==> src/rtl/int_arbiter.sv <==
// Bus-request interrupt arbiter: picks the highest-level eligible device,
// presents its vector to the CPU until acknowledged or withdrawn, then
// returns a one-cycle acknowledge to that device.
module int_arbiter #(
    parameter int                  NDEV       = 4,
    parameter logic [3*NDEV-1:0]   DEV_LEVELS = 12'b101_100_100_110
) (
    input  logic                clk,
    input  logic                reset,
    input  logic [NDEV-1:0]     dev_req,
    input  logic [8*NDEV-1:0]   dev_vectors,
    input  logic [2:0]          cpu_ipl,
    input  logic                interrupt_ack,
    output logic                interrupt,
    output logic [7:0]          vector,
    output logic [NDEV-1:0]     dev_ack,
    output logic [2:0]          grant_level
);

    localparam int IW = (NDEV > 1) ? $clog2(NDEV) : 1;

    typedef enum logic [1:0] {
        IDLE    = 2'd0,
        GRANT   = 2'd1,
        ACK     = 2'd2,
        RECOVER = 2'd3
    } state_t;

    state_t          state_reg;
    logic [IW-1:0]   grant_idx_reg;

    logic [2:0]      dev_level [NDEV];
    logic [7:0]      dev_vec   [NDEV];
    logic [NDEV-1:0] eligible;

    logic [IW-1:0]   win_idx;
    logic [2:0]      win_level;
    logic            win_any;

    // Per-device level/vector unpacking and eligibility against CPU priority.
    // Level 0 can never exceed cpu_ipl, so it is never eligible.
    genvar gi;
    generate
        for (gi = 0; gi < NDEV; gi++) begin : g_dev
            assign dev_level[gi] = DEV_LEVELS[3*gi +: 3];
            assign dev_vec[gi]   = dev_vectors[8*gi +: 8];
            assign eligible[gi]  = dev_req[gi] && (dev_level[gi] > cpu_ipl);
        end
    endgenerate

    // Winner search: scan from the top index down with >= so that on a level
    // tie the lowest index is the last to overwrite and therefore wins.
    always_comb begin
        win_idx   = '0;
        win_level = '0;
        win_any   = 1'b0;
        for (int i = NDEV - 1; i >= 0; i--) begin
            if (eligible[i] && (!win_any || dev_level[i] >= win_level)) begin
                win_idx   = IW'(i);
                win_level = dev_level[i];
                win_any   = 1'b1;
            end
        end
    end

    // Grant sequencer with registered outputs; the grant is frozen from the
    // moment it is taken until ack or passive release (no preemption).
    always_ff @(posedge clk) begin
        if (reset) begin
            state_reg     <= IDLE;
            grant_idx_reg <= '0;
            interrupt     <= 1'b0;
            vector        <= '0;
            dev_ack       <= '0;
            grant_level   <= '0;
        end else begin
            case (state_reg)
                IDLE: begin
                    dev_ack <= '0;
                    if (win_any) begin
                        state_reg     <= GRANT;
                        grant_idx_reg <= win_idx;
                        interrupt     <= 1'b1;
                        vector        <= dev_vec[win_idx];
                        grant_level   <= win_level;
                    end
                end
                GRANT: begin
                    // Ack takes priority over a simultaneous withdrawal.
                    if (interrupt_ack) begin
                        state_reg              <= ACK;
                        interrupt              <= 1'b0;
                        dev_ack                <= '0;
                        dev_ack[grant_idx_reg] <= 1'b1;
                    end else if (!eligible[grant_idx_reg]) begin
                        state_reg   <= IDLE;
                        interrupt   <= 1'b0;
                        vector      <= '0;
                        grant_level <= '0;
                    end
                end
                ACK: begin
                    state_reg   <= RECOVER;
                    dev_ack     <= '0;
                    vector      <= '0;
                    grant_level <= '0;
                end
                RECOVER: begin
                    // Idle cycle lets the acknowledged device drop its request.
                    state_reg <= IDLE;
                end
                default: begin
                    state_reg   <= IDLE;
                    interrupt   <= 1'b0;
                    vector      <= '0;
                    dev_ack     <= '0;
                    grant_level <= '0;
                end
            endcase
        end
    end

endmodule

==> config.mk <==
export PLATFORM = sky130hd
export DESIGN_NAME = int_arbiter
export DESIGN_NICKNAME = d
export VERILOG_FILES = /design/src/rtl/int_arbiter.sv
export SDC_FILE = /design/constraint.sdc
export NUM_CORES = 1
export LEC_CHECK = 0
export BUFFER_PORTS_ARGS = -buffer_cell sky130_fd_sc_hd__clkbuf_2
export CAP_MARGIN = 25
export CORE_UTILIZATION = 51
export DETAILED_ROUTE_END_ITERATION = 12
export PLACE_DENSITY = 0.85
export SLEW_MARGIN = 20
export SYNTH_ARGS = -nofsm -noshare
export SYNTH_HDL_FRONTEND = slang
export SYNTH_SLANG_ARGS = --single-unit
export TNS_END_PERCENT = 30
==> constraint.sdc <==
create_clock -name clk -period 5.6 [get_ports clk]
set_input_delay 1.68 -clock clk [delete_from_list [all_inputs] [get_ports clk]]
set_output_delay 1.68 -clock clk [all_outputs]
set_load 0.005 [all_outputs]
# Word-level counts from Yosys, hierarchy flattened
# Cells that the tools add are included.
[totals]
register_bits = 20
inputBits = 42
out_inout_bits = 16
elab_cells = 85
[op_classes]
n_lt_le_gt_ge = 9
n_eq_ne = 8
mux = 37
bitwise_logic = 1
n_reduce_logical = 24
[op_table]
columns = ["operator", "count"]
rows = [
  ["$mux W8", 5],
  ["$pmux W8 S3", 1],
  ["$mux W3", 7],
  ["$bmux W8 S2", 1],
  ["$mux W2", 7],
  ["$ge A3 B3 Y1 const A", 3],
  ["$gt A3 B3 Y1 const A", 3],
  ["$mux W1", 9],
  ["$pmux W3 S3", 1],
  ["$logic_and A1 B1 Y1", 8],
  ["$ne A2 B2 Y1 const B", 4],
  ["$pmux W2 S4", 1],
  ["$pmux W4 S2", 1],
  ["$reduce_and A2 Y1", 3],
  ["$eq A2 B2 Y1 const B", 2],
  ["$mux W4", 1],
  ["$reduce_and A4 Y1", 1],
  ["$reduce_bool A2 Y1", 2],
  ["$ge A3 B3 Y1 const B", 1],
  ["$logic_not A1 Y1", 3],
  ["$logic_or A1 B1 Y1", 3],
  ["$lt A2 B3 Y1 const B", 1],
  ["$ne A3 B3 Y1 const B", 1],
  ["$not A2 Y3", 1],
  ["other kinds (9)", 9],
]

# Logic depth before layout (Yosys ltp)
[depth]
word_depth = 21
ltp_mapped = 9
ltp_nobuf = 7

# Worst setup path before layout
# Ideal clock, no wire load.
[synth_timing]
path_kind = "input to register"
start = "input port dev_req[1]"
end = "register vector[0]"
setup_ps = 116
t_arrival_ps = 2914
required_time_ps = 5484
slack_ps = 2569
cell_stages = 7
path_buffers = 2
path_cell_list = "o21ba_2 o21bai_1 buf_2 buf_4 mux2i_1 o221ai_1 o211a_1"
[synth_between]
elab_chain_cells = 13
elab_cells_between_ends = 22
classes_between = "order compare (1); eq/ne (2); mux (12); bitwise (1); reduce/logical (6)"
[synth_lines]
columns = ["item", "line_no", "text"]
rows = [
  ["start, declared", "10", "input logic [NDEV-1:0] dev_req,"],
  ["$logic_and A1 B1 Y1 *", "47", "assign eligible[gi] = dev_req[gi] && (dev_level[gi] > cpu_ipl);"],
  ["$logic_and A1 B1 Y1", "58", "if (eligible[i] && (!win_any || dev_level[i] >= win_level)) begin"],
  ["$mux W3 / $mux W1 (equally long branches)", "58", ""],
  ["$ge A3 B3 Y1 / $logic_not A1 Y1 (equally long branches)", "58", ""],
  ["$logic_or A1 B1 Y1", "58", ""],
  ["$logic_and A1 B1 Y1", "58", ""],
  ["$mux W2", "58", ""],
  ["$not A2 Y3 (not written as such)", "84", "vector <= dev_vec[win_idx];"],
  ["$bmux W8 S2", "84", ""],
  ["$mux W8 (not written as such) (2 in series)", "84", ""],
  ["$mux W8", "80", "if (win_any) begin"],
  ["$pmux W8 S3", "77", "case (state_reg)"],
  ["end signal, assigned", "84", ""],
  ["end, declared", "15", "output logic [7:0] vector,"],
]
# Mark *: on every way between the ends. The rest lies on a longest branch, timed or not. The select of a mux whose other input is x is not followed.
# A chain may end at the register's enable or synchronous reset.

# Worst setup path in the final report
[layout_timing]
start = "input port dev_req[3]"
end = "register vector[2]"
[layout_between]
elab_chain_cells = 20
elab_cells_between_ends = 35
classes_between = "order compare (3); eq/ne (2); mux (18); bitwise (1); reduce/logical (11)"
[layout_lines]
columns = ["item", "line_no"]
rows = [
  ["$logic_and A1 B1 Y1 *", "47"],
  ["$mux W3 / $mux W1 (equally long branches)", "58"],
  ["$ge A3 B3 Y1 / $logic_not A1 Y1 (equally long branches)", "58"],
  ["$logic_or A1 B1 Y1", "58"],
  ["$logic_and A1 B1 Y1", "58"],
  ["$mux W3 / $mux W1 (equally long branches)", "58"],
  ["$ge A3 B3 Y1 / $logic_not A1 Y1 (equally long branches)", "58"],
  ["$logic_or A1 B1 Y1", "58"],
  ["(+3 left out)", "-"],
  ["$logic_or A1 B1 Y1", "58"],
  ["$logic_and A1 B1 Y1", "58"],
  ["$mux W2", "58"],
  ["$not A2 Y3 (not written as such)", "84"],
  ["$bmux W8 S2", "84"],
  ["$mux W8 (not written as such) (2 in series)", "84"],
  ["$mux W8", "80"],
  ["$pmux W8 S3", "77"],
]
# Marks and branches as above.

==> flow_summary.ini <==
[setup_path]
reg2regPathDepth = 7
crit_path_top_delay_cell = o31a_1
cp_max_fo = 17
start_kind = primary input
r2r_start = state_reg[0]$_SDFFE_PP0P_
critPathMaxStageDelay_ps = 500
crit_chain = clkbuf_2 -> nor3b_1 -> o22a_2 -> o31a_1 -> o221ai_1 -> o211a_1
cp.arrival_ps = 3500
worst-setup-path-type = primary input to flip-flop
required_ps = 5810
cp-end-kind = flip-flop
timing.rr.end = vector[2]$_SDFFE_PP0P_
crit_buf_inv = 1
crit_family = compound AO/OA/AOI/OAI gates
rrSetupSlack_ps = 3450

[timing]
max_freq_mhz = 304.2
hold_violations = 0
period_needed_ps = 3287
rsz0062_at_grt = no
tightest_slew_ps = 576.2
finalSetupViolations = 0
finalSetupTns_ps = 0
maxSlewHeadroom = 0.6159
fin_skew_ps = 10.02
drv_slew = 0
finalCritPeriodShare = 0.5870

[layout]
fin_nets = 247
largest_reg_flops = 8
syn2layout_area_growth_pct = 24.41
design_area_mm2 = 0.001658
top_regs = vector: 8 flops, dev_ack: 4 flops, grant_level: 3 flops
layout-drive-gt1-share = 0.3632
largest_register = vector
num_antenna_cells = 0

[min_path]
min_from = grant_level[0]$_SDFFE_PP0P_
worstHoldPathCells = 2
min_path_type = flip-flop to flip-flop
holdPathEnd = grant_level[0]$_SDFFE_PP0P_

[status]
status = finished clean

[logic_synthesis]
synth-seq-cells = 20
synth.distinct_cells = 41
synth-edff-count = 0
ys_seq_area_frac = 0.3005
syn-num-nets = 193
ys.warnings.count = 0
syn_area_per_cell_um2 = 9.004
syn-instance-count = 148
synth_area_leader_cell = dfxtp_1
syn_area_mm2 = 0.001333
synth_top_area_share = 0.3005
async_flop_share = 0
synth.top_cells.by_area = dfxtp_1 (30%), mux2i_1 (13%), o211a_1 (6.0%)
synth_ff_type = dfxtp_1

[cts]
clk_latency_ps = 310
clockBufferDepth = 2
cts_tree = yes
root_buffer = clkbuf_4
cts_max_level = 1
clock_sinks = 20
post-cts-setup-buffers = 0
cts_buffers = 3
ctsHoldBuffers = 0
clk_pin_slew_ps = 120
post_cts_resized = 0

[power]
leakagePower_nw = 0.9142
power.density_mw_per_mm2 = 286.5
peakVddDrop_v = 0.0002259

[global_routing]
grtUsageTotal = 0.2394
grt_overflow_total = 0
antenna_found_initial = 0
grt_pass1_wl_mm = 4.961
first_global_vias = 1146
grt_max_degree = 18

[die]
coreArea_mm2 = 0.002477
start_util = 0.5379
die_h_um = 53.12
die_w_um = 53.12
row_count = 18
die_area_mm2 = 0.002821
io-pin-count = 58

[drt]
wl_met3_um = 238
finalWirelength_mm = 3.333
drcViolationCount = 0
ant_nets = 0
top_layer_used = met4
wl_per_cell_um = 14.43
vias = 1382
drtPass1Iterations = 4
first_iter_violations = 46
wl_met1_mm = 1.401
viasPerCell = 5.983
dr_wl_met2_mm = 1.659

[place]
dpl-instance-area_mm2 = 0.001594
dp_hpwl_mm = 2.530
port_buffers = 57
gp_congestion = 0.7738

[run]
drv_cap = 0
[placed cells by master, fill, tap and decap left out, types with 2 or more instances in the layout]
cell,netlist,routed
o22ai_1,2,2
a22oi_1,2,2
o221ai_1,7,7
o21ai_0,5,5
nand3_1,4,4
or3_1,2,2
ha_1,3,3
o31ai_1,2,2
nand3b_1,2,2
a21oi_1,7,7
o211a_1,8,8
nor2_1,11,11
nand2_1,3,3
inv_1,7,7
dfxtp_1,20,20
mux2i_1,17,17
clkbuf_4,0,3
o31a_1,2,2
clkbuf_2,0,57
nor3_1,3,3
nor3b_1,2,2
a21o_1,9,9
a211oi_1,4,4
[metal layers]
layer,track usage,vias up
li1,-,677
met3,0.02874,5
met4,0.08333,0
met2,0.4093,57
met1,0.3061,643
met5,0,-
[cells in the mapped netlist (3+ instances only)]
cell type and count:
mux2i_1 17, buf_2 5, a21oi_1 7, buf_4 3
nor3_1 3, o221ai_1 7, a211oi_1 4, ha_1 3
o211a_1 8, o21ai_0 5, inv_1 7, a21o_1 9
nand2_1 3, nand3_1 4, nor2_1 11, dfxtp_1 20
[stage by stage]
stage                     std cells    util  hold slack [ps]  power, mW  setup WS (ps)
after floorplan                 148       -            454.4     0.3049           2569
after global placement          226  0.6434            452.0     0.3482           2041
after detailed placement        226  0.6434            459.6     0.3571           1931
after CTS                       230  0.6646            476.8     0.4748           2264
after global routing            231  0.6692            523.1     0.5044           2115
final                           231  0.6692            474.7     0.4749           2313
[power breakdown]
part,switching (mW),internal [mW]
registers,0.0147,0.164
logic,0.0916,0.0871
clock network,0.0453,0.0724
[final cells by class]
class                   count  area [um^2]
flip-flops and latches     20        400.4
clock inverters             1        30.03
repair buffers             59        304.0
inverters                   8        30.03
clock buffers               3        22.52
multi-input cells         110        833.3
well taps                  30        37.54
fillers                   210        819.5
[how the worst max path moves through the flow]
stage | start | to | slack [ps] | cells after the start
after floorplan | dev_req[1] | vector[0]$_SDFFE_PP0P_ | 2570 | 7
after global placement | dev_req[3] | vector[2]$_SDFFE_PP0P_ | 2040 | 6
after detailed placement | dev_req[3] | vector[1]$_SDFFE_PP0P_ | 1930 | 6
after CTS | dev_req[3] | vector[1]$_SDFFE_PP0P_ | 2260 | 6
after global routing | dev_req[3] | vector[3]$_SDFFE_PP0P_ | 2110 | 6
final | dev_req[3] | vector[2]$_SDFFE_PP0P_ | 2310 | 6
[cell families after synthesis]
| logic type | count (synthesis) | synth area share |
|---|---|---|
| and+or+nand+nor | 31 | 0.1239 |
| DFF | 20 | 0.3005 |
| buffers and inverters | 18 | 0.07699 |
| muxes | 18 | 0.1361 |
| adders and majority gates | 3 | 0.02817 |
| AOI/OAI and AO/OA | 58 | 0.3343 |
[tightest hold or removal path, stage by stage, from the launching register on]
cell     delay [ps]
dfxtp_1         330
nand2_1          50
mux2i_1          60
(Power assumes the default switching activity.)
